File: src/rtl/timer_irq_src.sv
// Memory-mapped countdown timer that raises a level interrupt toward CP0 HWInt.
// CTRL = {IM, Mode[1:0], Enable}; Mode 01 auto-reloads, other modes are one-shot.
module timer_irq_src #(
    parameter int WIDTH = 32
) (
    input  logic             Clk,
    input  logic             Reset,
    input  logic [1:0]       Addr,
    input  logic             We,
    input  logic [WIDTH-1:0] Din,
    output logic [WIDTH-1:0] Dout,
    output logic             IRQ
);

    localparam logic [1:0] S_IDLE    = 2'd0;
    localparam logic [1:0] S_LOAD    = 2'd1;
    localparam logic [1:0] S_CNT     = 2'd2;
    localparam logic [1:0] S_INT     = 2'd3;
    localparam logic [1:0] MODE_AUTO = 2'b01;

    logic [1:0]       state_q, state_d;
    logic             en_q, en_d;
    logic             im_q, im_d;
    logic [1:0]       mode_q, mode_d;
    logic [WIDTH-1:0] preset_q, preset_d;
    logic [WIDTH-1:0] count_q, count_d;
    logic             irq_q, irq_d;
    logic             ctrl_wr_s;
    logic             preset_wr_s;
    logic             auto_s;

    assign ctrl_wr_s   = We && (Addr == 2'd0);
    assign preset_wr_s = We && (Addr == 2'd1);
    assign auto_s      = (mode_q == MODE_AUTO);

    // Next-state, register-write and interrupt decode
    always_comb begin
        state_d  = state_q;
        count_d  = count_q;
        preset_d = preset_wr_s ? Din : preset_q;
        im_d     = ctrl_wr_s ? Din[3] : im_q;
        mode_d   = ctrl_wr_s ? Din[2:1] : mode_q;
        en_d     = ctrl_wr_s ? Din[0] : en_q;
        case (state_q)
            S_IDLE: begin
                state_d = en_q ? S_LOAD : S_IDLE;
            end
            S_LOAD: begin
                count_d = preset_q;
                state_d = S_CNT;
            end
            S_CNT: begin
                if (!en_q) begin
                    state_d = S_IDLE;
                end else if (count_q == {WIDTH{1'b0}}) begin
                    state_d = S_INT;
                    // one-shot entry clears Enable even over a same-edge CTRL write
                    en_d    = en_d & auto_s;
                end else begin
                    count_d = count_q - {{(WIDTH-1){1'b0}}, 1'b1};
                end
            end
            S_INT: begin
                if (auto_s) begin
                    state_d = S_LOAD;
                end else if (ctrl_wr_s) begin
                    state_d = S_IDLE;
                end else begin
                    state_d = S_INT;
                end
            end
            default: begin
                state_d = S_IDLE;
            end
        endcase
        // Registered copy of IM & (state == INT): same cycle timing as a decode of the flops
        irq_d = im_d & (state_d == S_INT);
    end

    // State and register flops with synchronous active-low reset
    always_ff @(posedge Clk) begin
        if (!Reset) begin
            state_q  <= S_IDLE;
            en_q     <= 1'b0;
            im_q     <= 1'b0;
            mode_q   <= 2'b00;
            preset_q <= {WIDTH{1'b0}};
            count_q  <= {WIDTH{1'b0}};
            irq_q    <= 1'b0;
        end else begin
            state_q  <= state_d;
            en_q     <= en_d;
            im_q     <= im_d;
            mode_q   <= mode_d;
            preset_q <= preset_d;
            count_q  <= count_d;
            irq_q    <= irq_d;
        end
    end

    // Read mux
    always_comb begin
        Dout = {WIDTH{1'b0}};
        case (Addr)
            2'd0:    Dout = {{(WIDTH-4){1'b0}}, im_q, mode_q, en_q};
            2'd1:    Dout = preset_q;
            2'd2:    Dout = count_q;
            2'd3:    Dout = {WIDTH{1'b0}};
            default: Dout = {WIDTH{1'b0}};
        endcase
    end

    assign IRQ = irq_q;

endmodule
File: config.mk
export PLATFORM = sky130hd
export DESIGN_NAME = timer_irq_src
export DESIGN_NICKNAME = d
export VERILOG_FILES = /design/src/rtl/timer_irq_src.sv
export SDC_FILE = /design/constraint.sdc
export NUM_CORES = 1
export LEC_CHECK = 0
export ABC_AREA = 1
export CELL_PAD_IN_SITES_DETAIL_PLACEMENT = 1
export CELL_PAD_IN_SITES_GLOBAL_PLACEMENT = 1
export CORE_ASPECT_RATIO = 0.9
export CORE_MARGIN = 1
export CORE_UTILIZATION = 33
export DETAILED_ROUTE_END_ITERATION = 12
export PLACE_DENSITY = 0.86
export SLEW_MARGIN = 20
export SYNTH_ARGS = -nofsm -noshare
export SYNTH_HDL_FRONTEND = slang
export SYNTH_SLANG_ARGS = --single-unit
File: constraint.sdc
create_clock -name Clk -period 1.76 [get_ports Clk]
set_input_delay 0.264 -clock Clk [delete_from_list [all_inputs] [get_ports Clk]]
set_output_delay 0.264 -clock Clk [all_outputs]
set_load 0.05 [all_outputs]
==> metrics <==
TritonCTS Buffers 9; Slew @ Worst Pin 376 ps; headroom to the max-slew limit 74.7%; WHS Path Cells 2; # hold bufs at CTS 0; MaxCap Viol Count 0; final antenna-violating net count 0; vias per inst 5.49; clk sink count 71; via count 5209; Mapped Area 0.00415 mm²; top-count cell post-synth nand2_1; Leak 2.67 nW; ys async rst share 0%; clock root buffer clkbuf_16; fin crit share 106%; Setup-failing EPs final 8; setup TNS -347 ps; Final WS setup -113 ps; Clock transition at path regs 60 ps; failing checks negative setup slack; cell taking the most area after synthesis dfxtp_1; CTS tree yes; Layout Skew 13.4 ps; initial antenna violation count 0; Worst VDD drop 500 µV; critical path class reg2reg; count of input and output buffers 69; final-report hold violation count 0; initial core utilization 34.1%; diode count 0; syn avg cell area 6.24 µm²; setup slack, reg-to-reg -110 ps; layout cell share with drive strength beyond 1 28.6%; R2R depth 10; die area 0.0130 mm²; site row count 38; Pwr Total 5.40 mW; Clock Tree Buf Depth 2; DRC 0; synth warn 0; Yosys cell types 31; worst endpoint required time 2000 ps; Max Slew Vio Count 0; Mapped Nets 702; drt first-iter violations 363; number of global-route vias before repair 5300; crit path time final 1870 ps; Arrival @ worst endpoint 2110 ps; Synth Flop Type dfxtp_1; Skew-Pair Late Insertion Delay 350 ps; Layout area overhead 57.4%; # IOs 70; Die Y 108 µm; core area 0.0122 mm²; EDFF count, synth 0; grt ovf 0; outcome complete, but fails checks; htree depth 3; Max Fanout on Critical Path 5; Nets 822; Synth top area share 34.3%; Seq/Total Area, Yosys 34.3%; Routed WL 18.6 mm; Final Non-Filler Cells 949; gp weighted congestion 0.883; Avg WL per Cell 19.6 µm; post-DP HPWL 11.5 mm; top cells by count, synth nand2_1, nor2_1, inv_1, o21ai_0, dfxtp_1; power density over the cells 828 mW/mm²; Pre-antenna DRT Iters 5; first-pass GRT wire length 25.8 mm; RSZ-0062 raised after global routing true; largest net degree at the start of global routing 34; Synth Register Bits 71; Die W 120 µm; Cell Count Post-Placement 914; critical path startpoint category flip-flop; Synth area leaders dfxtp_1, nand2_1, nor2_1; gr usage total 25.4%; Hold Path Class reg2reg; # fillers 1522; Cells after Synth 664; Setup crit end kind flip-flop; fmax 534 MHz
-- layout by cell type (no fill, tap or decap), drive strengths merged --
| master | instances |
|---|---|
| dfxtp | 71 |
| clkinvlp | 1 |
| a211oi | 1 |
| clkdlybuf4s50 | 34 |
| xnor2 | 1 |
| dlygate4sd2 | 2 |
| nand2 | 142 |
| nand4 | 5 |
| clkinv | 1 |
| buf | 104 |
| o21ai | 89 |
| clkbuf | 17 |
| o221ai | 4 |
| nor2 | 108 |
| xor2 | 2 |
| nand3 | 36 |
| ha | 1 |
| inv | 81 |
| o22ai | 25 |
| or2 | 1 |
| a21oi | 58 |
| nor3 | 5 |
-- cell type report --
type	count	area, µm²	area share (%)
clock buffers	16	272	4.16
inverters	83	315	4.83
multi-input cells	478	2620	40.2
flip-flops and latches	71	1440	22.0
well taps	160	200	3.07
repair buffers	141	1680	25.8
-- per-layer routing --
metal	wire, µm	global-route usage [%]
met5	0	0
met1	7610	29.9
met4	596	10.4
met2	9480	45.4
met3	918	4.54
-- logic make-up after synthesis --
kind of cell,Yosys count,synth area share [%]
adders and majority gates,1,0.302
AOI/OAI and AO/OA,177,22.5
DFF,71,34.3
and+or+nand+nor,297,30.9
xor gates and xnor gates,3,0.634
buffers and inverters,115,11.3
-- stage by stage --
step | instance area, µm² | util [%] | hold WS [ps] | setup WS (ps)
floorplan | 4200 | - | 429 | -204
global placement | 5740 | 47.2 | 457 | -209
detailed placement | 5740 | 47.2 | 464 | -282
CTS | 6170 | 50.7 | 473 | 4.69
global route | 6530 | 53.6 | 497 | -131
finish | 6530 | 53.6 | 467 | -113
-- sequential cells by signal, indices dropped and copies added, names as in the netlist --
| name | count |
|---|---|
| IRQ | 1 |
| count_q | 32 |
| en_q | 1 |
| im_q | 1 |
| mode_q | 2 |
| preset_q | 32 |
| state_q | 2 |
-- critical path: stages, from the launching register on --
cell	delay, ps
dfxtp_1	380
nor2_2	180
nand2_1	140
nor2_2	240
nand2_4	110
nor2_4	170
nand2_1	90
nand3_1	110
o21ai_0	120
nor2_1	170
nor2_2	50
-- where the power goes --
part           internal [mW]  total, mW  leakage (nW)  switching [mW]
registers               1.68       1.74         0.583          0.0591
logic                  0.769       1.90          1.96            1.13
clock network           1.04       1.76         0.131           0.723
-- path summary, 6_finish.rpt --
| kind | from | end |
|---|---|---|
| max | count_q[10] | count_q[19] |
| min | preset_q[23] | preset_q[23] |
| max reg2reg | count_q[10] | count_q[19] |
| min reg2reg | preset_q[23] | preset_q[23] |
-- repair_timing --
action / in CTS / in global routing
gates cloned: 0 / 1
hold endpoints to repair: 0 / 0
pin swaps: 4 / 26
gates resized for setup: 32 / 70
endpoints found under the setup margin: 65 / 33
buffers inserted: 3 / 15
No activity file was read; power rests on OpenSTA's default activity.
